--- config.mk ---
export PLATFORM = sky130hd
export DESIGN_NAME = run_monitor
export DESIGN_NICKNAME = d
export VERILOG_FILES = /design/src/rtl/run_monitor.sv
export SDC_FILE = /design/constraint.sdc
export NUM_CORES = 1
export LEC_CHECK = 0
export BUFFER_PORTS_ARGS = -buffer_cell sky130_fd_sc_hd__buf_4
export CORE_AREA = 2 2 163 101
export DETAILED_ROUTE_END_ITERATION = 16
export DIE_AREA = 0 0 165 103
export MAX_ROUTING_LAYER = met4
export PLACE_DENSITY = 0.68
export SYNTH_ARGS = -nofsm -noshare
export SYNTH_HDL_FRONTEND = slang
export SYNTH_SLANG_ARGS = --single-unit
--- constraint.sdc ---
create_clock -name clk_low -period 2.25 [get_ports clk_low]
set_clock_uncertainty 0.2 [all_clocks]
set_input_delay 0.3375 -clock clk_low [delete_from_list [all_inputs] [get_ports clk_low]]
set_output_delay 0.3375 -clock clk_low [all_outputs]
set_load 0.03 [all_outputs]
--- src/rtl/run_monitor.sv ---
// Run monitor: resets a CPU under test, runs it until its PC stalls or a cycle
// limit expires, and collects a signature of the ALU results plus flag statistics.
module run_monitor #(
  parameter int          DW          = 32,
  parameter int          CW          = 16,
  parameter int          RST_CYCLES  = 4,
  parameter int          MAX_CYCLES  = 1024,
  parameter int          HALT_REPEAT = 3,
  parameter logic [DW-1:0] EXP_SIG   = '0
) (
  input  logic          clk_low,
  input  logic          rst,
  input  logic          start,
  input  logic [DW-1:0] pc,
  input  logic [DW-1:0] f,
  input  logic          zf,
  input  logic          of,
  output logic          cpu_rst,
  output logic          busy,
  output logic          done,
  output logic          halted,
  output logic          timeout,
  output logic          pass,
  output logic [CW-1:0] cycles,
  output logic [7:0]    of_count,
  output logic [7:0]    zf_count,
  output logic [DW-1:0] signature
);

  typedef enum logic [1:0] {
    S_IDLE  = 2'd0,
    S_RESET = 2'd1,
    S_RUN   = 2'd2,
    S_DONE  = 2'd3
  } state_t;

  localparam logic [CW-1:0] MAX_C   = CW'(MAX_CYCLES);
  localparam logic [7:0]    RST_C   = 8'(RST_CYCLES);
  localparam logic [3:0]    HALT_C  = 4'(HALT_REPEAT);

  state_t        state_q, state_d;
  logic [7:0]    rst_cnt_q, rst_cnt_d;
  logic [CW-1:0] cycles_q, cycles_d;
  logic [7:0]    of_count_q, of_count_d;
  logic [7:0]    zf_count_q, zf_count_d;
  logic [DW-1:0] sig_q, sig_d;
  logic [DW-1:0] prev_pc_q, prev_pc_d;
  logic          prev_valid_q, prev_valid_d;
  logic [3:0]    rep_q, rep_d;
  logic          halted_q, halted_d;
  logic          timeout_q, timeout_d;
  logic          pass_q, pass_d;

  logic          launch;
  logic          in_run;
  logic [3:0]    rep_next;
  logic [CW-1:0] cycles_inc;
  logic [DW-1:0] sig_next;
  logic          halt_hit;
  logic          limit_hit;

  // Shared event decode used by both the FSM and the datapath.
  always_comb begin
    launch     = start && (state_q == S_IDLE || state_q == S_DONE);
    in_run     = (state_q == S_RUN);
    rep_next   = (prev_valid_q && pc == prev_pc_q) ? rep_q + 4'd1 : 4'd0;
    cycles_inc = cycles_q + {{(CW-1){1'b0}}, 1'b1};
    sig_next   = {sig_q[DW-2:0], sig_q[DW-1]} ^ f;
    halt_hit   = in_run && (rep_next == HALT_C);
    limit_hit  = in_run && (cycles_inc == MAX_C);
  end

  // State register
  always_ff @(posedge clk_low) begin
    if (rst) state_q <= S_IDLE;
    else     state_q <= state_d;
  end

  // Next-state logic
  always_comb begin
    state_d = state_q;
    unique case (state_q)
      S_IDLE:  if (start) state_d = S_RESET;
      S_RESET: if (rst_cnt_q <= 8'd1) state_d = S_RUN;
      S_RUN:   if (halt_hit || limit_hit) state_d = S_DONE;
      S_DONE:  if (start) state_d = S_RESET;
      default: state_d = S_IDLE;
    endcase
  end

  // Output decode from state only
  always_comb begin
    cpu_rst = (state_q != S_RUN);
    busy    = (state_q == S_RESET) || (state_q == S_RUN);
    done    = (state_q == S_DONE);
  end

  // Datapath next-state; the terminating RUN cycle still updates the statistics.
  always_comb begin
    rst_cnt_d    = rst_cnt_q;
    cycles_d     = cycles_q;
    of_count_d   = of_count_q;
    zf_count_d   = zf_count_q;
    sig_d        = sig_q;
    prev_pc_d    = prev_pc_q;
    prev_valid_d = prev_valid_q;
    rep_d        = rep_q;
    halted_d     = halted_q;
    timeout_d    = timeout_q;
    pass_d       = pass_q;
    if (launch) begin
      rst_cnt_d    = RST_C;
      cycles_d     = '0;
      of_count_d   = 8'd0;
      zf_count_d   = 8'd0;
      sig_d        = '0;
      prev_pc_d    = '0;
      prev_valid_d = 1'b0;
      rep_d        = 4'd0;
      halted_d     = 1'b0;
      timeout_d    = 1'b0;
      pass_d       = 1'b0;
    end else if (state_q == S_RESET) begin
      if (rst_cnt_q != 8'd0) rst_cnt_d = rst_cnt_q - 8'd1;
    end else if (in_run) begin
      cycles_d     = cycles_inc;
      sig_d        = sig_next;
      if (of && of_count_q != 8'hFF) of_count_d = of_count_q + 8'd1;
      if (zf && zf_count_q != 8'hFF) zf_count_d = zf_count_q + 8'd1;
      prev_pc_d    = pc;
      prev_valid_d = 1'b1;
      rep_d        = rep_next;
      if (halt_hit) begin
        halted_d = 1'b1;
        pass_d   = (sig_next == EXP_SIG);
      end else if (limit_hit) begin
        timeout_d = 1'b1;
      end
    end
  end

  always_ff @(posedge clk_low) begin
    if (rst) begin
      rst_cnt_q    <= 8'd0;
      cycles_q     <= '0;
      of_count_q   <= 8'd0;
      zf_count_q   <= 8'd0;
      sig_q        <= '0;
      prev_pc_q    <= '0;
      prev_valid_q <= 1'b0;
      rep_q        <= 4'd0;
      halted_q     <= 1'b0;
      timeout_q    <= 1'b0;
      pass_q       <= 1'b0;
    end else begin
      rst_cnt_q    <= rst_cnt_d;
      cycles_q     <= cycles_d;
      of_count_q   <= of_count_d;
      zf_count_q   <= zf_count_d;
      sig_q        <= sig_d;
      prev_pc_q    <= prev_pc_d;
      prev_valid_q <= prev_valid_d;
      rep_q        <= rep_d;
      halted_q     <= halted_d;
      timeout_q    <= timeout_d;
      pass_q       <= pass_d;
    end
  end

  assign halted    = halted_q;
  assign timeout   = timeout_q;
  assign pass      = pass_q;
  assign cycles    = cycles_q;
  assign of_count  = of_count_q;
  assign zf_count  = zf_count_q;
  assign signature = sig_q;

endmodule

== Word-level counts from Yosys, hierarchy flattened ==
Index checks and enable logic that the tools add are counted.

* Register bits: 114
* Input bits: 69
* Output and inout bits: 70
* Word-level logic and storage cells: 66

* Add/subtract/negate cells: 5
* Magnitude comparators: 1
* Equal/unequal tests: 12
* Multiplexer cells: 8
* Bitwise logic cells: 3
* Reduce and logical (&&, ||, !) cells: 24

{| class="wikitable"
|+ Operator list
! kind !! count
|-
| 32-bit == test || 1
|-
| 32-bit logical NOT || 1
|-
| 32-bit XOR || 1
|-
| 16-bit by 1-bit adder with 16-bit output, second input constant || 1
|-
| 8-bit by 1-bit adder with 8-bit output, second input constant || 2
|-
| 16-bit by 11-bit == test with 1-bit output, second input constant || 1
|-
| 8-bit != test, second input constant || 2
|-
| 3-bit AND reduction || 4
|-
| 3-bit two-way mux || 3
|-
| 8-bit by 1-bit <= comparator with 1-bit output, second input constant || 1
|-
| 8-bit nonzero test || 1
|-
| 8-bit by 1-bit subtractor with 8-bit output, second input constant || 1
|-
| 1-bit logical AND || 6
|-
| 2-bit two-way mux || 3
|-
| 2-bit case mux with 3 select lines || 1
|-
| 2-bit AND reduction || 3
|-
| 4-bit by 1-bit adder with 4-bit output, second input constant || 1
|-
| 2-bit == test, second input constant || 2
|-
| 4-bit by 2-bit == test with 1-bit output, second input constant || 1
|-
| 4-bit two-way mux || 1
|-
| 2-bit by 1-bit != test with 1-bit output, second input constant || 2
|-
| 2-bit != test, second input constant || 2
|-
| 4-bit AND reduction || 1
|-
| 2-bit nonzero test || 2
|-
| other kinds (5) || 9
|}

== Longest topological paths before layout ==
Gate-level depths: netlist of the first run.

* Word-level depth: 8
* Gate-level depth with buffers: 9
* Mapped depth without buffers: 9

== Worst setup path before layout of the first run ==
OpenSTA, ideal clock, no wires.

* Path type: flip-flop to flip-flop
* Start: reg cycles_q[9], in the netlist cycles[9]
* End: reg state_q[0]
* Arrival: 2.415 ns
* Path slack: -0.444 ns
* Cell stages (with the launch flop): 9
* Period minus slack after synthesis: 2.694 ns
* Path through: dfxtp_1 clkbuf_1 nand4_1 nor4_1 xor2_1 or4_4 nor4_4 o211ai_2 a211oi_2

* Word-level cells in the longest chain between the ends: 6

{| class="wikitable"
|+ RTL lines
! item !! RTL line !! text
|-
| start, declared || 43 || <nowiki>logic [CW-1:0] cycles_q, cycles_d;</nowiki>
|-
| start signal, assigned || 157 || <nowiki>cycles_q <= cycles_d;</nowiki>
|-
| 16-bit by 1-bit adder with 16-bit output || 67 || <nowiki>cycles_inc = cycles_q + {{(CW-1){1'b0}}, 1'b1};</nowiki>
|-
| 16-bit by 11-bit == test with 1-bit output || 70 || <nowiki>limit_hit = in_run && (cycles_inc == MAX_C);</nowiki>
|-
| 1-bit logical AND || 70 ||
|-
| 1-bit logical OR || 85 || <nowiki>S_RUN: if (halt_hit || limit_hit) state_d = S_DONE;</nowiki>
|-
| 2-bit by 1-bit != test with 1-bit output (no source line) || n/a ||
|-
| 3-bit AND reduction (no source line) || n/a ||
|-
| end signal, assigned || 76 || <nowiki>else state_q <= state_d;</nowiki>
|-
| end, declared || 41 || <nowiki>state_t state_q, state_d;</nowiki>
|}

No other way between the ends.
A chain may end at the register's enable or synchronous reset.

== Final worst setup path of the first run ==
* Start: reg cycles_q[1], in the netlist cycles[1]
* End: reg state_q[0]

Same word-level chain as after synthesis.

==> metrics.txt, run 1 <==
Starting Density=about a third; overall routing resource usage=18.0%; # clock sinks=approximately 110; Post-DRT Antenna Nets=0; endpoint type of the worst setup path=flop; DRC viols=0; GR Util met1=26.0%; Nets=875; Register Area=between 0.002 and 0.0025 sq mm; CP Max Fanout=5; post-route clock period utilization=101%; number of DRC markers in iteration 0=278; Die Ht=103 um; Clock H-tree levels=4; status=complete, but fails checks; Clock Latency Late Sink=400 ps; root buf cell=clkbuf_16; Die ar.=0.0170 sq mm; CORE AREA=approximately 0.016 sq mm; clock slew at the register clock pins of the worst setup and hold paths=approximately 50 ps; total number of vias=about 4900; top post-synthesis cells by area=dfxtp_1, xnor2_1, nor2_1, mux2i_1, a211oi_1; vias per inst=~4.8; Netlist cell types=46; Synth Flop Type=dfxtp_1; Reg2Reg Depth=9; largest net degree at the start of global routing=62; leading area contributor after synthesis=dfxtp_1; Commonest cells post-synth=dfxtp_1, nor2_1, xnor2_1, mux2i_1, a211oi_1; Worst R2R End=state_q[0]; Power Dens Cells=~1000 mW/mm^2; RePlAce Congestion=0.858; vias in the first global route=4554; maximum VDD drop=450 uV; antenna violations before repair=0; CP required=2370 ps; WHS Endpoint=rst_cnt_q[2]; FF-to-FF setup slack=-10 ps; Slew @ Worst Pin=569 ps; Ant. Diodes=0; Rows=36; post-route worst setup slack=-14.6 ps; crit path kind=reg2reg; Slew HR=between 60 and 70%; pre-CTS setup slack=-159 ps; top-count cell post-synth=dfxtp_1; PortBufs=138; IO Count=between 100 and 150; TritonCTS clock tree=built; Seq/Total Area, Yosys=42.6%; first-pass GRT wire length=23000 um; footprint of the multi-input gates=0.00310 sq mm; average size of a mapped cell=9.10 sq um; layout cells sized above 1=about a third; Yosys top cell area share=42.6%; Post-synth EDFFs=0; clk buf depth=2; fmax=442 MHz; gr ovfl total=0; flops & latches, synth=114; hold crit path type=in2reg; Tmin final=2260 ps; setup repair after global routing missed its margin=yes; GR Util met2=around 23%; total leakage power=3.17 nW; failing checks=setup timing; startpoint types=flop; syn nets=667; Hold Vio Cnt, Final=0; Arrival @ worst endpoint=~2400 ps; hold path cells=3; DRT Pass-1 Iters=5; cell count after synthesis=a little under 600; final WL=14700 um; post-detail-place hpwl=10200 um; mapped cell area=0.00536 sq mm; reg2reg start=cycles[1]; die width=165 um; Layout Area Growth over Synthesis=50.1%; Ys Warns=0; max cap viols=0; clock buffer count from CTS=17; total power=8.02 mW; Post-synth ARST share=0%; final setup fails=1; routed len/inst=14.4 um; Slew Limit Fails=0; grt met3 use=~6.6%; FILL cells=1437; busiest grt layer=met1; worst hold start=start
## state kept, by name, indices dropped and copies added, names as in the netlist
register	cells
cycles	16
halted	1
of_count	8
pass	1
prev_pc_q	32
prev_valid_q	1
rep_q	4
rst_cnt_q	8
signature	32
state_q	2
timeout	1
zf_count	8
## logic make-up (layout without fill, tap and decap cells)
kind of cell               count (synthesis)  in the layout  synth area share (%)
DFF                                      114            114                  42.6
AOI/OAI and AO/OA                         77             77                  9.99
buffers and inverters                     39            260                  2.73
muxes                                     37             37                  6.91
and+or+nand+nor                          223            223                  21.0
xor gates and xnor gates                  90             90                  14.7
adders and majority gates                  9              9                  2.10
## timing repair
action	CTS	global route
hold buffers	32	0
pin swaps	2	3
setup buffers	0	1
hold endpoints to repair	34	0
setup endpoints to repair	5	13
cloned	0	0
gates resized for setup	3	18
## worst max-delay path by stage
stage	from	to	slack, ps	cells past startpoint
after global placement	cycles[6]	state_q[0]	-160	8
after detailed placement	cycles[6]	state_q[0]	-160	8
after global routing	cycles[6]	state_q[0]	-130	8
after CTS	cycles[3]	state_q[0]	-20	8
final	cycles[1]	state_q[0]	-10	9
after floorplan	cycles[1]	state_q[0]	-110	8
## power by group
group / internal [mW] / total, mW / leakage, nW / switching [mW]
clock: 1.83 / 2.75 / 0.293 / 0.929
sequential: 2.32 / 2.60 / 0.933 / 0.279
combinational: 1.17 / 2.67 / 1.95 / 1.50
## cell type report
type,instances,share of cell area (%)
Timing Repair Buffer,215,21.3
Inverter,13,0.606
Multi-Input combinational cell,436,38.5
Clock inverter,9,1.60
Tap cell,209,3.25
Sequential cell,114,28.8
Clock buffer,23,5.94
## metal layers
| layer | vias to the layer above | part of all wire (%) |
|---|---|---|
| li1 | 2499 | - |
| met1 | 2242 | 53 |
| met2 | 110 | 40 |
| met3 | 10 | 6.6 |
| met4 | 0 | 0.75 |
| met5 | - | 0 |
## per-stage QoR
step	utilization (%)	hold WS [ps]	cell area [sq um]	instances	setup TNS, ps
floorplan	-	202	5440	589	-269
finish	51.2	32.0	8050	1019	-14.6
detailed placement	44.4	264	6990	954	-394
global route	51.2	27.6	8050	1019	-409
global placement	44.4	246	6990	954	-391
CTS	50.5	7.08	7930	1018	-24.0
## worst max-delay path, cell delays in order, from the launching register on
cell and delay [ps]:
dfxtp_4 350, ha_4 150, nand3_2 90, nor4_4 220
xor2_1 90, or4_4 430, nor4_4 170, buf_4 190
o211ai_2 80, a211oi_2 210
## placed cells by master, fill, tap and decap left out, drive strengths merged, types with 7 or more instances in the layout
cell type    count
buf            183
dfxtp          114
nor2           111
xnor2           68
mux2i           37
a211oi          34
dlygate4sd3     32
nand4           29
clkbuf          23
xor2            22
nand2           17
nand3           17
a21oi           16
inv             13
o21ai           10
or3             10
nor3             9
ha               9
and3             7
No activity file was read; power rests on OpenSTA's default activity.
==> run 2: changes to the inputs <==
--- a/config.mk
+++ b/config.mk
@@ -5,12 +5,14 @@
 export SDC_FILE = /design/constraint.sdc
 export NUM_CORES = 1
 export LEC_CHECK = 0
+export ABC_CLOCK_PERIOD_IN_PS = 2400
 export BUFFER_PORTS_ARGS = -buffer_cell sky130_fd_sc_hd__buf_4
 export CORE_AREA = 2 2 163 101
+export CTS_CLUSTER_DIAMETER = 60
 export DETAILED_ROUTE_END_ITERATION = 16
 export DIE_AREA = 0 0 165 103
 export MAX_ROUTING_LAYER = met4
-export PLACE_DENSITY = 0.68
+export PLACE_DENSITY = 0.66
 export SYNTH_ARGS = -nofsm -noshare
 export SYNTH_HDL_FRONTEND = slang
 export SYNTH_SLANG_ARGS = --single-unit
==> constraint.sdc (replaced) <==
create_clock -name clk_low -period 2.4 [get_ports clk_low]
set_clock_uncertainty 0.2 [all_clocks]
set_input_delay 0.36 -clock clk_low [delete_from_list [all_inputs] [get_ports clk_low]]
set_output_delay 0.36 -clock clk_low [all_outputs]
set_load 0.03 [all_outputs]
==> run 2 against run 1 <==
Compared with the run above:
- the run now ends clean
- first-iteration DRC count fell by 12%
- power fell by 8.6%
- cell area fell by 5.9%
- final cell count fell by 4.6%
- global-route usage fell by 1.3 points
- utilization fell by 3.0 points
- die area did not move
- clock power fell by 8.7%
- clock-buffer cell count fell by 3
- sequential share of layout area rose by 1.8 points
- non-clock buffer count fell by 47
- maximum frequency fell by 2.9%
- critical endpoint unchanged
- largest cell class unchanged
==> metrics.txt, run 2 (same netlist as run 1, synthesis figures left out) <==
status=finished clean; Arrival @ worst endpoint=about 2500 ps; CP bufs+invs=3; CP required=between 2000 and 3000 ps; post-detail-place hpwl=9850 um; metal2 WL=5470 um; # clock sinks=roughly 110; Nets=828; max cap viols=0; Most Frequent Cell on Critical Path=buf_4; commonest non-fill, non-tap cell in the layout=buf_4; worst hold start=pc[20]; Met3 Wirelength=~680 um; Clock Latency Late Sink=400 ps; Slew @ Worst Pin=591 ps; fmax=429 MHz; clock buffer count from CTS=17; WHS Endpoint=prev_pc_q[20]; Power Dens Cells=968 mW/mm^2; startpoint types=flop; hold crit path type=in2reg; Hold Vio Cnt, Final=0; PortBufs=roughly 140; Slew Limit Fails=0; gr ovfl total=0; CORE AREA=0.0157 sq mm; Post-DRT Antenna Nets=0; met1 WL=approximately 7400 um; total power=approximately 7.3 mW; Starting Density=34.1%; root buf cell=clkbuf_16; Reg2Reg Depth=10; slowest library cell on the worst path=or3_2; Top Metal Used=met4; largest net degree at the start of global routing=65; vias per inst=4.80; DRC viols=0; post-route clock period utilization=a little over nine tenths; Die ar.=0.0170 sq mm; clock slew at the register clock pins of the worst setup and hold paths=60 ps; clk buf depth=2; setup_tns=0 ps; Slew HR=60.1%; Clock H-tree levels=4; CP Max Fanout=5; FF-to-FF setup slack=70 ps; critical path depth=10; Die Ht=103 um; vias in the first global route=4218; final setup fails=0; setup repair after global routing missed its margin=yes; slowest cell delay on critical path=400 ps; TritonCTS clock tree=built; overall routing resource usage=16.6%; antenna violations before repair=0; Worst R2R End=state_q[0]; total number of vias=4663; Layout Area Growth over Synthesis=41.3%; CP Cell Sequence=buf_6 > nand3_4 > nor3_4 > buf_4 > or3_2 > and3_4 > nor4_4 > buf_4 > o211ai_2 > a211oi_2; layout cells sized above 1=30.3%; reg2reg start=cycles[0]; number of DRC markers in iteration 0=245; Top delay family on crit path=simple AND/OR/NAND/NOR gates; first-pass GRT wire length=21400 um; endpoint type of the worst setup path=flop; Tmin final=2330 ps; routed len/inst=14.0 um; most frequent cells in the layout=buf_4, nor2_1, dfxtp_1; Ant. Diodes=0; total leakage power=2.94 nW; hold path cells=3; Rows=36; crit path kind=reg2reg; DRT Pass-1 Iters=5; die width=165 um; maximum VDD drop=~410 uV; IO Count=139; RePlAce Congestion=0.820; final WL=13600 um
[run 2: cell count changes in the layout (fill, tap and decap cells not counted), sizes merged]
cell	previous run	this run
clkbuf	23	20
buf	183	164
clkinv	4	5
bufinv	3	2
dlygate4sd3	32	4
inv	13	15
clkinvlp	2	3
[run 2: worst register-to-register path, cell delays in order (launching register included)]
cell      delay (ps)
dfxtp_4          350
buf_6            130
nand3_4           80
nor3_4            50
buf_4            140
or3_2            400
and3_4           170
nor4_4           260
buf_4            190
o211ai_2          90
a211oi_2         210
[run 2: per-stage QoR]
stage / util (%) / worst slack, ps / hold slack, ps / cells / cell area (sq um)
detailed placement: 43.4 / -35.0 / 267 / 932 / 6830
finish: 48.2 / 68.5 / 14.4 / 972 / 7570
global placement: 43.4 / -20.0 / 244 / 932 / 6830
floorplan: - / 8.45 / 225 / 589 / 5420
CTS: 47.8 / 24.8 / 0.934 / 970 / 7510
global route: 48.2 / -50.5 / 12.2 / 972 / 7570
[run 2: repair_timing]
| item | 4_1_cts | 5_1_grt |
|---|---|---|
| gates cloned | 0 | 0 |
| hold buffers | 4 | 0 |
| endpoints found under the setup margin | 2 | 5 |
| endpoints found under the hold margin | 6 | 0 |
| setup buffers | 2 | 2 |
| gates resized for setup | 5 | 7 |
| pin swaps | 4 | 2 |
[run 2: worst max-delay path by stage]
stage	from	end	slack (ps)
finish	cycles[0]	state_q[0]	70
global route	cycles[1]	state_q[0]	-50
CTS	cycles[0]	state_q[0]	20
detailed placement	cycles[6]	state_q[0]	-30
global placement	cycles[6]	state_q[0]	-20
floorplan	cycles[6]	state_q[0]	8
[run 2: layout make-up]
cell class / count / area [sq um]
clock buffer: 20 / 467
clock inverter: 12 / 130
fill: 1473 / 8150
inverter: 13 / 48.8
multi-input combinational: 436 / 3030
sequential: 114 / 2320
tap: 209 / 262
timing repair buffer: 168 / 1320
[run 2: routing by layer]
metal	global-route usage, %	up-vias
met2	21.4	101
li1	-	2391
met4	4.62	0
met3	4.51	4
met5	-	-
met1	24.7	2167
[run 2: where the power goes]
group | internal, mW | switching [mW] | total (mW)
clock network | 1.61 | 0.896 | 2.51
registers | 2.18 | 0.262 | 2.44
logic | 1.00 | 1.38 | 2.38
